===== src/rtl/gerador_paridade_pkg.sv =====
`default_nettype none
// ============================================================================
// Module : gerador_paridade_pkg
// Brief  : Shared parity constants and helper function.
// Rev    : 1.0  initial release
// ============================================================================
package gerador_paridade_pkg;

  localparam int PARIDADE_IMPAR = 1;
  localparam int PARIDADE_PAR   = 0;
  localparam int MAX_WIDTH      = 64;

  // Zero-extension does not change parity, so narrower words can be passed in.
  function automatic logic calc_paridade(input logic [MAX_WIDTH-1:0] word,
                                         input logic                 odd);
    return (^word) ^ odd;
  endfunction

endpackage
`default_nettype wire


===== src/rtl/gerador_paridade_arvore.sv =====
`default_nettype none
// ============================================================================
// Module : paridade_arvore
// Brief  : Combinational WIDTH-bit XOR reduction tree with odd/even invert.
// Rev    : 1.0  initial release
// ============================================================================
module paridade_arvore #(
  parameter int WIDTH = 8,
  parameter bit ODD   = 1'b1
) (
  input  logic [WIDTH-1:0] i_dados,
  output logic             o_paridade
);

  localparam int c_LEVELS = $clog2(WIDTH);
  localparam int c_LEAVES = 1 << c_LEVELS;

  // Level 0 holds the leaves padded with zeros to a power of two.
  for (genvar l = 0; l <= c_LEVELS; l++) begin : g_lvl
    logic [(c_LEAVES >> l)-1:0] w_v;
    if (l == 0) begin : g_folha
      for (genvar k = 0; k < c_LEAVES; k++) begin : g_leaf
        if (k < WIDTH) begin : g_bit
          assign w_v[k] = i_dados[k];
        end else begin : g_pad
          assign w_v[k] = 1'b0;
        end
      end
    end else begin : g_no
      for (genvar k = 0; k < (c_LEAVES >> l); k++) begin : g_xor
        assign w_v[k] = g_lvl[l-1].w_v[2*k] ^ g_lvl[l-1].w_v[2*k+1];
      end
    end
  end

  assign o_paridade = g_lvl[c_LEVELS].w_v[0] ^ ODD;

endmodule
`default_nettype wire


===== src/rtl/gerador_paridade.sv =====
`default_nettype none
// ============================================================================
// Module : gerador_paridade
// Brief  : Registered parity generator; optional checker via
//          GERADOR_PARIDADE_CHECK_EN.
// Rev    : 1.0  initial release
// ============================================================================
module gerador_paridade
  import gerador_paridade_pkg::*;
#(
  parameter int WIDTH = 8,
  parameter int ODD   = PARIDADE_IMPAR
) (
  input  logic             clk,
  input  logic             rst_n,
  input  logic             dados_valid,
`ifdef GERADOR_PARIDADE_CHECK_EN
  input  logic             rx_valid,
  input  logic [WIDTH-1:0] rx_dados,
  input  logic             rx_paridade,
  output logic             erro_paridade,
  output logic             erro_valid,
`endif
  input  logic [WIDTH-1:0] dados,
  output logic [WIDTH-1:0] dados_out,
  output logic             paridade,
  output logic             paridade_valid
);

  localparam bit   c_ODD       = (ODD != PARIDADE_PAR);
  localparam logic c_PAR_RESET = calc_paridade('0, c_ODD);

  logic             w_paridade_tx;
  logic [WIDTH-1:0] r_dados_out;
  logic             r_paridade;
  logic             r_valid;

  paridade_arvore #(.WIDTH(WIDTH), .ODD(c_ODD)) u_arvore_tx (
    .i_dados    (dados),
    .o_paridade (w_paridade_tx)
  );

  // Data/parity load only on valid words, so idle-cycle inputs never leak out.
  always_ff @(posedge clk or negedge rst_n) begin
    if (!rst_n) begin
      r_dados_out <= '0;
      r_paridade  <= c_PAR_RESET;
      r_valid     <= 1'b0;
    end else begin
      r_valid <= dados_valid;
      if (dados_valid) begin
        r_dados_out <= dados;
        r_paridade  <= w_paridade_tx;
      end
    end
  end

  assign dados_out      = r_dados_out;
  assign paridade       = r_paridade;
  assign paridade_valid = r_valid;

`ifdef GERADOR_PARIDADE_CHECK_EN
  logic w_paridade_rx;
  logic r_erro;
  logic r_erro_valid;

  paridade_arvore #(.WIDTH(WIDTH), .ODD(c_ODD)) u_arvore_rx (
    .i_dados    (rx_dados),
    .o_paridade (w_paridade_rx)
  );

  always_ff @(posedge clk or negedge rst_n) begin
    if (!rst_n) begin
      r_erro       <= 1'b0;
      r_erro_valid <= 1'b0;
    end else begin
      r_erro_valid <= rx_valid;
      if (rx_valid) begin
        r_erro <= w_paridade_rx ^ rx_paridade;
      end
    end
  end

  assign erro_paridade = r_erro;
  assign erro_valid    = r_erro_valid;
`endif

endmodule
`default_nettype wire


===== config.mk =====
export PLATFORM = sky130hd
export DESIGN_NAME = gerador_paridade
export DESIGN_NICKNAME = d
export VERILOG_FILES = /design/src/rtl/gerador_paridade_pkg.sv /design/src/rtl/gerador_paridade_arvore.sv /design/src/rtl/gerador_paridade.sv
export SDC_FILE = /design/constraint.sdc
export NUM_CORES = 1
export LEC_CHECK = 0
export CAP_MARGIN = 20
export CORE_AREA = 2 2 39 41
export CTS_CLUSTER_SIZE = 12
export DETAILED_ROUTE_END_ITERATION = 16
export DIE_AREA = 0 0 41 43
export HOLD_SLACK_MARGIN = 0.12
export PLACE_DENSITY = 0.74
export SLEW_MARGIN = 10
export SYNTH_ARGS = -nofsm -noshare
export SYNTH_HDL_FRONTEND = slang
export SYNTH_SLANG_ARGS = --single-unit

===== constraint.sdc =====
create_clock -name clk -period 0.9 [get_ports clk]
set_input_delay 0.18 -clock clk [delete_from_list [all_inputs] [get_ports clk]]
set_output_delay 0.18 -clock clk [all_outputs]
set_load 0.01 [all_outputs]

==> results of run 1 <==
worst paths after layout:
kind	start	end	slack [ps]
min	dados[5]	dados_out[5]	210
min reg2reg	dados_out[0]	dados_out[0]	500
min in group asynchronous	rst_n	dados_out[4]	250
max	paridade	paridade	-170
max in group asynchronous	rst_n	dados_out[0]	530
max reg2reg	paridade	paridade	80
power by group through the flow:
| stage | registers [mW] | clock network [mW] | logic (mW) |
|---|---|---|---|
| after floorplan | 0.588 | 0 | 0.127 |
| after global placement | 0.557 | 0 | 0.385 |
| after detailed placement | 0.560 | 0 | 0.388 |
| after CTS | 0.556 | 0.336 | 0.347 |
| after global routing | 0.562 | 0.362 | 0.381 |
| final | 0.555 | 0.317 | 0.352 |
state kept, by name (all words and copies together), names as in the netlist:
signal          cells
dados_out           8
paridade            1
paridade_valid      1
cells by family (layout without fill, tap and decap cells):
family / Yosys count / count (layout) / synth area share, %
XOR/XNOR: 7 / 7 / 14.50
buffers and inverters: 1 / 29 / 1.182
flip-flops: 10 / 10 / 59.47
multiplexers: 9 / 9 / 24.85
final cells by class:
type / count / area (sq um)
clock buffer: 4 / 26.28
fill: 143 / 721.9
multi-input combinational: 16 / 196.4
sequential: 10 / 251.5
tap: 16 / 20.02
timing repair buffer: 25 / 167.7
per-stage QoR:
stage	total power [mW]	util [%]	setup TNS [ps]	hold slack, ps	std cells
2_1_floorplan	0.7153	-	0	-115.6	27
3_3_place_gp	0.9427	48.82	-4888	492.8	67
3_5_place_dp	0.9488	48.82	-4999	499.8	67
4_1_cts	1.238	47.65	-788.5	255.4	71
5_1_grt	1.305	47.83	-1011	194.4	71
6_report	1.223	47.83	-626.5	208.1	71
repair_timing:
item / 4_1_cts / 5_1_grt
setup buffers: 0 / 0
gates resized for setup: 58 / 13
pin swaps: 7 / 7
cloned: 0 / 0
setup endpoints to repair: 19 / 11
placed cells by master, fill, tap and decap left out, drive strengths merged:
cell	instances
buf	15
dlygate4sd2	1
clkdlybuf4s15	1
clkdlybuf4s50	1
dfstp	1
dfrtp	9
clkbuf	11
mux2	9
xnor2	7
metal layers:
metal	track usage (%)	up-vias	part of all wire (%)
li1	-	147	-
met1	12.33	149	40
met2	15.63	2	59
met3	1.571	0	0.73
met4	12.00	0	0
met5	0	-	0
worst register-to-register path, cell delays in order, from the launching register on:
cell and delay (ps):
sky130_fd_sc_hd__dfstp_2 370, sky130_fd_sc_hd__buf_4 120, sky130_fd_sc_hd__mux2_4 250
==> results.txt, run 1 <==
- Outcome: complete, but fails checks
- Violated checks: setup timing
* Worst Slack Setup Final: -167.5 ps
- The worst hold path was traced through 2 stages.
- The cell count after synthesis came out at 27.
- Number of buffers and inverters on the critical path: 1
* Net switching share of the total power: between 20% and 30%
- The total overflow left after global routing is 0.
- Kind of critical path: reg -> out
* Number of cells on the critical path: 1
- Comb pwr share: 28.7%
- Type of origin of the critical path: flop
- For this design the total switching power over the nets is a little over 300 uW.
- Yosys warning total: 0
* Final Instance Area: between 600 and 700 sq um
- The internal power of the cells totals ~920 uW.
- Counting I/O delays and the setup requirement, the final critical path takes ~1100 ps.
* Clock latency of the later-clocked register in the worst-skew pair: between 200 and 300 ps
* Post-route clock period utilization: 118.6%
- The net count of the finished layout is 67.
- Fraction of power consumed by sequential logic: a little under half
- Path class of the lowest-slack min-delay path: in -> reg
* VDD IR-drop max: 662.3 uV
- Average size of a mapped cell: 15.66 sq um
- Counting instances in the post-synthesis netlist gives the leading cell types as 9 x sky130_fd_sc_hd__dfrtp_1, 8 x sky130_fd_sc_hd__mux2_2, 7 x sky130_fd_sc_hd__xnor2_1.
- Total count of max-transition violations in the final report: 0
- Post-route DRC violation count: 0
* Detailed-route wire length: 826 um
* Critical Path Fanout Max: 2
* Total die area: between 1500 and 2000 sq um
- Timing would allow up to between 0.9 and 1 GHz.
- Weighted congestion reported at the end of routability-driven placement: 0.7205
* Pwr dens: 1848 nW/um^2
- Most common cell in the synthesized netlist: sky130_fd_sc_hd__dfrtp_1
- Average detailed-routed wire length per instance: 11.63 um
- The number of antenna violations at the first check in global routing is 0.
- Cell types with the largest area share after synthesis: sky130_fd_sc_hd__dfrtp_1 53%, sky130_fd_sc_hd__mux2_2 21%, sky130_fd_sc_hd__xnor2_1 14%
* CTS clk-pin slew, worst paths: 70 ps
- The most used flip-flop cell after synthesis is sky130_fd_sc_hd__dfrtp_1.
* Required time at the endpoint of the critical path: 720 ps
* Crit path max-delay cell type: sky130_fd_sc_hd__dfstp_2
- Site Rows: 14
- Total via count after detailed routing: 298
* Placeable core area: 1384 sq um
* Share of Yosys cell area claimed by the top area cell type: 53.25%
- Total nets after synthesis: 38
* Library cell used as clock root buffer: sky130_fd_sc_hd__clkbuf_4
* Share of synthesized registers carrying an async set or reset: 100.0%
- Final hold viol count: 0
- Final setup violation count: 10
- Number of buffers created by CTS: 3
- Total global-route track usage: between 10 and 15%
* Worst Reg2Reg Path Length in Cells: 2
* Peak per-stage delay on the critical path: about 540 ps
- The first global-routing pass estimated 1214 um of wire.
- The synthesized design spends more area on one cell type than any other, namely sky130_fd_sc_hd__dfrtp_1.
* H-tree depth reported by CTS: 1
* Starting Density: 30.56%
* Layout-stage area growth over the synthesis result: 56.51%
- Drt initial violations: 3
- Seq cells post-synth: 10
* Number of global-route vias before repair: approximately 310
- Entering global routing, the biggest net connects 8 pins.
* Number of flops mapped to enable cells by yosys: 0
* Number of buffers on the longest clock path: 2
* Number of port buffers: 20
* Clock skew: 0 ps
* CTS sink cnt: 10
- Number of distinct library cells after synthesis: 6
* Clock group share of total power: 25.9%
* Proportion of layout cells with a drive suffix above 1: 70.91%
* Remaining max-slew budget at the tightest pin: 88.71%
- In this run the count of I/O pins placed on the die edge is 21.
- Static Leakage: 0.3193 nW
* Number of max-cap violations: 0
- Timing analysis after detailed placement gives a worst setup slack of -520.5 ps.
* Critical path arrival: 890 ps
- The critical path goes through buf_6.
* Tightest Pin Transition: 168.2 ps
- Capturing element type of the critical path: primary output
- The floorplan step set the die height to 43 um.
* Placed inst area: 675.6 sq um
- Before antenna repair, the detailed router went through 2 iterations.
- Antenna-violating nets left: 0
- CTS tree: done
* Proportion of synthesized chip area in sequential cells: 59.47%
- Via density per instance: 4.197
- Top delay family on crit path: flip-flops
- Ant diodes: 0
* Unrepaired setup endpoints after global routing: true
* Horizontal extent of the die: 41 um
- In this run the cell area of the synthesized design comes to 422.9 sq um.
- Count of hold-fix buffers inserted at cts: 0
Note: power is estimated with default switching activity, not from simulation.
==> run 2, diff against run 1 <==
- ABC_AREA: default -> 1
- ABC_CLOCK_PERIOD_IN_PS: default -> 900
- CORE_AREA: 2 2 39 41 -> default
- CORE_UTILIZATION: default -> 40
- CTS_CLUSTER_DIAMETER: default -> 40
- DIE_AREA: 0 0 41 43 -> default
- PLACE_DENSITY: 0.74 -> 0.83
==> run 2 against run 1 <==
Against the previous run: register-to-register slack got worse by 30 ps; sequential power down 7.0%; first-iteration DRC count grew 130%; critical path type unchanged; the run still ends with setup timing left; largest power group unchanged; synthesized cell count grew to 2.9 times the previous value; flip-flop and latch count stayed put; hold slack better by 43 ps; power down 8.3%; via count up 94%; die area is 18% lower; sequential share of layout area fell by 5.9 points.
==> results.txt, run 2 <==
* Outcome: complete, but fails checks
- The final reports fail on setup timing.
- The via count of the routed design was 577 (+94%).
* Number of buffers and inverters on the critical path: 1 (unchanged)
- Post-route setup TNS: -736.5 ps (-110.0 ps)
* Peak per-stage delay on the critical path: 540 ps (about the same)
- CTS sink cnt: 10 (unchanged)
* Proportion of layout cells with a drive suffix above 1: 28.18% (-43 points)
* Tightest Pin Transition: 349.8 ps (+181.7 ps)
- Number of buffers created by CTS: 3 (unchanged)
- Total global-route track usage: 19.70% (+8.7 points)
- The path class of the tightest hold or removal check is in -> async.
- Layout net count: 122 (+82%)
- Leaving out fill and tap cells, the most frequent cell in the layout is sky130_fd_sc_hd__nand2_1.
- Detailed-route wire length: 1241 um (+50%)
- H-tree depth reported by CTS: 1 (unchanged)
- The largest net degree at the start of global routing was 9 (+1).
- First-pass GRT wire length: 1890 um (+56%)
- Placeable core area: 1156 sq um (-16%)
- The final count of hold timing violations is 0 (unchanged).
- Number of port buffers: 20 (unchanged)
- Count of hold-fix buffers inserted at cts: 0 (unchanged)
- The worst clock skew on the final layout was 0 ps (unchanged).
* Starting Density: 45.02% (+14 points)
- Weighted congestion reported at the end of routability-driven placement: 0.7323 (+1.6%)
- STA classifies the critical path endpoint as a primary output.
* Yosys warning total: 0 (unchanged)
- Seq cells post-synth: 10 (unchanged)
* Number of flops mapped to enable cells by yosys: 0 (unchanged)
- The final number of setup-violating endpoints came to 10 (unchanged).
* Drt pass-1 iters: 4 (+2)
- The violation count after the first detailed-route iteration was 7 (+4).
* Most common cell in the synthesized netlist: sky130_fd_sc_hd__nand2_1
- Filler Cell Count: 115 (-20%)
- STA classifies the critical path startpoint as a flop.
- The share of synthesized area occupied by flip-flops and latches is 48.32% (-11 points).
- Post-synthesis instance area: 520.5 sq um (+23%)
* Horizontal extent of the die: 38.07 um (-7.1%)
- Number of global-route vias before repair: 454 (+46%)
- In this run the critical register-to-register path is launched from dados_out[6].
- VDD IR-drop max: 1038 uV (+57%)
* Top delay family on crit path: flip-flops
- Biggest area consumer among synthesized cells: sky130_fd_sc_hd__dfrtp_1
* CTS tree: done
* Required time at the endpoint of the critical path: 720 ps (about the same)
- The area growth from synthesis to layout is 50.72%.
- The antenna diode count is 0 (unchanged).
- Post-route DRC violation count: 0 (unchanged)
- Share of Yosys cell area claimed by the top area cell type: 43.27% (-10 points)
- Initial antenna violation count: 0 (unchanged)
- The number of flip-flops in the largest register came to 8 (unchanged).
- Critical Path Fanout Max: 2 (unchanged)
* Vert. Die Dim: 38.07 um (-11%)
- Remaining global-route overflow: 0 (unchanged)
* Via density per instance: 4.653 (+11%)
* Main synth FF type: sky130_fd_sc_hd__dfrtp_1
- Mapped Cells: 77 (+190%)
* Antenna-violating nets left: 0 (unchanged)
- The net count of the mapped netlist came to 88 (+130%).
* Share of synthesized registers carrying an async set or reset: 100.0% (unchanged)
- Kind of critical path: reg -> out
* Crit path time final: 1086 ps (+18.50 ps)
- Remaining max-slew budget at the tightest pin: 76.68% (-12 points)
* Worst Slack Setup Final: -186.0 ps (-18.50 ps)
- The max-capacitance violation count is 0 (unchanged).
- Crit path max-delay cell type: sky130_fd_sc_hd__dfstp_2
- The final hold slack was 250.9 ps (+42.80 ps).
- The signal on the critical path passes through buf_6.
- Total count of max-transition violations in the final report: 0 (unchanged)
- The full die area came to 1449 sq um (-18%).
* Critical path arrival: 910 ps (+20 ps)
- Max Fclk: 0.9208 GHz (-1.7%)
* Number of distinct library cells after synthesis: 9 (+3)
* CTS clk-pin slew, worst paths: 60 ps (about the same)
- Ranked by instance count, the synthesized netlist is headed by 46 x sky130_fd_sc_hd__nand2_1, 9 x sky130_fd_sc_hd__dfrtp_1, 8 x sky130_fd_sc_hd__o21ai_0, 5 x sky130_fd_sc_hd__inv_1, 4 x sky130_fd_sc_hd__inv_2.
- Startpoint of the most critical setup path: paridade
- Clock latency of the later-clocked register in the worst-skew pair: 270 ps (+20 ps)
- The number of placement rows was 12 (-2).
- Setup repair after global routing could not meet its margin everywhere.
* Static Leakage: 0.4488 nW (+41%)
- The top-level port count came to 21 (unchanged).
- Post-layout instance count excluding filler cells: 124 (+75%)
- The areal power density over the cells came to 1430 nW/um^2 (-23%).
- Average detailed-routed wire length per instance: 10.01 um (-14%)
- Average size of a mapped cell: 6.760 sq um (-57%)
* Library cell used as clock root buffer: sky130_fd_sc_hd__clkbuf_4
* Number of buffers on the longest clock path: 2 (unchanged)
- Cell types with the largest area share after synthesis: sky130_fd_sc_hd__dfrtp_1 43%, sky130_fd_sc_hd__nand2_1 33%, sky130_fd_sc_hd__o21ai_0 7.7%
- Total power: 1.122 mW (-8.3%)
- The top cell types in the final layout, fill and taps aside, are 46 x sky130_fd_sc_hd__nand2_1, 9 x sky130_fd_sc_hd__dfrtp_1, 9 x sky130_fd_sc_hd__buf_2.
* DP Cell Count: 114 (+70%)
- Post-route clock period utilization: 120.7% (+2.1 points)
- HPWL Detailed: 876.1 um
==> run 2: cell count changes in the layout (fill, tap and decap cells not counted), sizes merged, moves of 7 or more <==
cell         delta
dlygate4sd2     +7
mux2            -9
inv             +8
xnor2           -7
nand2          +48
clkbuf          -7
o21ai           +8
==> run 2: cells by family after synthesis <==
group           count (synthesis)  share of synthesized area (%)
compound gates                  8                          7.693
buf+inv                        10                          7.451
flops                          10                          48.32
simple gates                   49                          36.54
==> run 2: what timing repair did <==
| action | CTS | global route |
|---|---|---|
| gates resized for setup | 51 | 3 |
| pin swaps | 0 | 0 |
| endpoints found under the setup margin | 19 | 17 |
| gates cloned | 2 | 0 |
| setup buffers | 2 | 2 |
==> run 2: metal layers <==
layer	part of all wire (%)	track usage, %	up-vias
met3	7.2	6.977	3
met2	49	32.20	23
met5	0	0	-
li1	-	-	299
met1	43	24.34	252
met4	1.1	5.357	0
==> run 2: report_power, final <==
group          internal (mW)  switching [mW]  total, mW
Sequential             0.494          0.0215      0.516
Clock                  0.172           0.155      0.326
Combinational          0.131           0.149      0.280
==> run 2: final timing paths <==
check / end / slack, ps / cells after the start
setup reg to reg: dados_out[6] / 50 / 4
hold / removal: dados_out[1] / 250 / 2
setup / recovery: paridade / -190 / 1
min in group clk: dados_out[2] / 350 / 3
max in group asynchronous: dados_out[6] / 540 / 2
hold reg to reg: dados_out[5] / 500 / 2
==> run 2: area by class of cell <==
class | count | area, sq um | area share [%]
Inverter | 9 | 37.54 | 4.785
Multi-Input combinational cell | 57 | 230.2 | 29.35
Timing Repair inverter | 2 | 15.01 | 1.914
Clock buffer | 4 | 26.28 | 3.349
Timing Repair Buffer | 28 | 206.4 | 26.32
Sequential cell | 10 | 251.5 | 32.06
Tap cell | 14 | 17.52 | 2.233
==> run 2: per-stage QoR <==
step	utilization [%]	instance area [sq um]	setup WS (ps)
after detailed placement	66.02	763.2	-347.0
final	67.86	784.5	-186.0
after floorplan	-	520.5	191.3
after global placement	66.02	763.2	-312.6
after CTS	66.02	763.2	-189.6
after global routing	67.86	784.5	-210.3
==> run 3, diff against run 2 <==
- ABC_CLOCK_PERIOD_IN_PS: 900 -> 1000
- clock period: 0.9 -> 1 ns (I/O delays scaled with it)
==> run 3 against run 2 <==
Against the previous run: combinational power is 11% lower; clock power is 10% lower; clock skew stayed put; core utilization is 0.65 points lower; sequential share of layout area is 0.31 points higher; critical path depth stayed put; the run still ends with setup timing left; register-to-register slack better by 70 ps; design area is 0.96% lower; flip-flop and latch count stayed put; largest cell class unchanged; via count is 1.6% higher; wire length is 5.6% higher.
==> results.txt, run 3 (same netlist as run 2, synthesis figures left out) <==
- The number of placement rows is 12 (unchanged).
- Peak per-stage delay on the critical path: 540 ps (about the same)
- Proportion of layout cells with a drive suffix above 1: 28.70% (+0.52 points)
* Ordered list of cells on the worst path: buf_6
- Setup repair after global routing could not meet its margin everywhere.
* Placeable core area: 1156 sq um (unchanged)
* VDD IR-drop max: 821.9 uV (-21%)
- The tightest min-delay check is of the in -> async type.
- The vertical extent of the die came to 38.07 um (unchanged).
* Number of buffers and inverters on the critical path: 1 (unchanged)
- The starting density of the core came to 45.02% (unchanged).
- Number of global-route vias before repair: 494 (+8.8%)
- The checks that failed: setup timing.
- The final setup slack of the worst path is -85.07 ps (+100.9 ps).
- The number of buffers inserted during clock tree synthesis was 3 (unchanged).
- The latest clock arrival within the worst-skew pair was 260 ps (about the same).
* Detailed-route wire length: 1311 um (+5.6%)
- After layout, the minimum clock period comes to about 1100 ps.
- The last weighted congestion value of the routability-driven placer is 0.7436 (+1.5%).
- Tightest Pin Transition: 313.7 ps (-36.10 ps)
- Post-route clock period utilization: 108.5%
- The detailed-route DRC error count was 0 (unchanged).
- HPWL Detailed: 869.1 um (-0.80%)
- The total global routing track utilization came to 21.59% (+1.9 points).
* Largest net degree at the start of global routing: 11 (+2)
- Outcome: complete, but fails checks
* Most frequent cells in the layout: 46 x sky130_fd_sc_hd__nand2_1, 9 x sky130_fd_sc_hd__dfrtp_1, 9 x sky130_fd_sc_hd__buf_2
- Average detailed-routed wire length per instance: 10.75 um (+7.4%)
- Drt initial violations: 23 (+16)
- Flip-flop count of the largest register, all copies and words added: 8 (unchanged)
- Number of port buffers: 20 (unchanged)
- The post-route setup TNS came to -85.07 ps (+651.5 ps).
- The overall power after layout was 1.004 mW (-11%).
* Layout net count: 120 (-1.6%)
- The areal power density over the cells came to 1293 nW/um^2 (-9.6%).
- Layout-stage area growth over the synthesis result: 49.28%
* Kind of critical path: reg -> out
* Ant diodes: 0 (unchanged)
- The remaining number of nets flagged by the antenna check after routing is 0 (unchanged).
* Drt pass-1 iters: 4 (unchanged)
- Total count of max-transition violations in the final report: 0 (unchanged)
- CTS clk-pin slew, worst paths: 80 ps (+20 ps)
- The final count of hold timing violations was 0 (unchanged).
- Clock skew: 0 ps (unchanged)
* Static Leakage: 0.4609 nW (+2.7%)
- Post-layout instance count excluding filler cells: 122 (-1.6%)
- Required time at the endpoint of the critical path: 800 ps (+80 ps)
* Remaining global-route overflow: 0 (unchanged)
* Critical Path Fanout Max: 2 (unchanged)
- The die outline width is 38.07 um (unchanged).
- Final setup violation count: 1 (-9)
- The fill cell total of the finished layout came to 106 (-7.8%).
- The global-route wire length before repair came to 2125 um (+12%).
- Critical path arrival: 890 ps (-20 ps)
- Grouping stages by cell kind, the critical path spends the most delay in flip-flops.
- H-tree depth reported by CTS: 1 (unchanged)
* Initial antenna violation count: 0 (unchanged)
- The average via count per standard cell was 4.803 (+3.2%).
* Number of max-cap violations: 0 (unchanged)
* Number of placed I/O pins: 21 (unchanged)
* Capturing element type of the critical path: primary output
* Type of origin of the critical path: flop
- The minimum setup slack after placement was -287.4 ps (+59.60 ps).
* DP Cell Count: 113 (-0.88%)
* Number of buffers on the longest clock path: 2 (unchanged)
- The largest individual stage delay along the critical path comes from the cell sky130_fd_sc_hd__dfstp_2.
- The clock sink count was 10 (unchanged).
* CTS tree: done
- Most common cell after layout, fill and taps aside: sky130_fd_sc_hd__nand2_1
- The via count of the routed design is 586 (+1.6%).
* Library cell used as clock root buffer: sky130_fd_sc_hd__clkbuf_4
* Max Fclk: 0.9216 GHz
- The worst relative slew slack is 79.08% (+2.4 points).
- The full die area is 1449 sq um (unchanged).
[run 3: power by group]
part / internal [mW] / switching (mW) / leakage, nW / total (mW)
logic: 0.113 / 0.136 / 0.326 / 0.250
registers: 0.445 / 0.0182 / 0.120 / 0.463
clock network: 0.154 / 0.138 / 0.0150 / 0.292
total: 0.712 / 0.293 / 0.461 / 1.00
[run 3: routing by layer]
metal  track usage [%]  wire length [um]  up-vias  share of wire [%]
met5                 0                 0        -                  0
met2             36.86               673       21                 51
li1                  -                 -      295                  -
met3             3.488                67        4                5.1
met1             28.20               561      266                 43
met4             5.357                 9        0               0.69
[run 3: area by class of cell]
class | count | area [sq um] | share of cell area, %
multi-input cells | 57 | 230.2 | 29.63
repair buffers | 26 | 201.4 | 25.93
clock buffers | 4 | 26.28 | 3.382
well taps | 14 | 17.52 | 2.254
inverters | 9 | 37.54 | 4.831
flip-flops and latches | 10 | 251.5 | 32.37
repair inverters | 2 | 12.51 | 1.610
[run 3: through the flow]
step	area, sq um	util [%]	hold slack (ps)
2_1_floorplan	520.5	-	-95.59
3_3_place_gp	755.7	65.37	456.9
3_5_place_dp	755.7	65.37	473.1
4_1_cts	752.0	65.04	217.4
5_1_grt	777.0	67.21	227.1
6_report	777.0	67.21	209.7
[run 3: timing repair]
action	CTS	global route
endpoints found under the setup margin	14	12
gates cloned	2	0
resized for setup	48	6
buffers inserted	1	2
hold buffers	0	0
[run 3: worst paths after layout]
| path | startpoint | end | slack [ps] | cells after the start |
|---|---|---|---|---|
| max reg2reg | dados_out[3] | dados_out[3] | 120 | 4 |
| min in group clk | dados[1] | dados_out[1] | 260 | 3 |
| min reg2reg | dados_out[2] | dados_out[2] | 480 | 2 |
| max in group asynchronous | rst_n | paridade | 550 | 2 |
| max | paridade | paridade | -90 | 1 |
| min | rst_n | dados_out[0] | 210 | 2 |
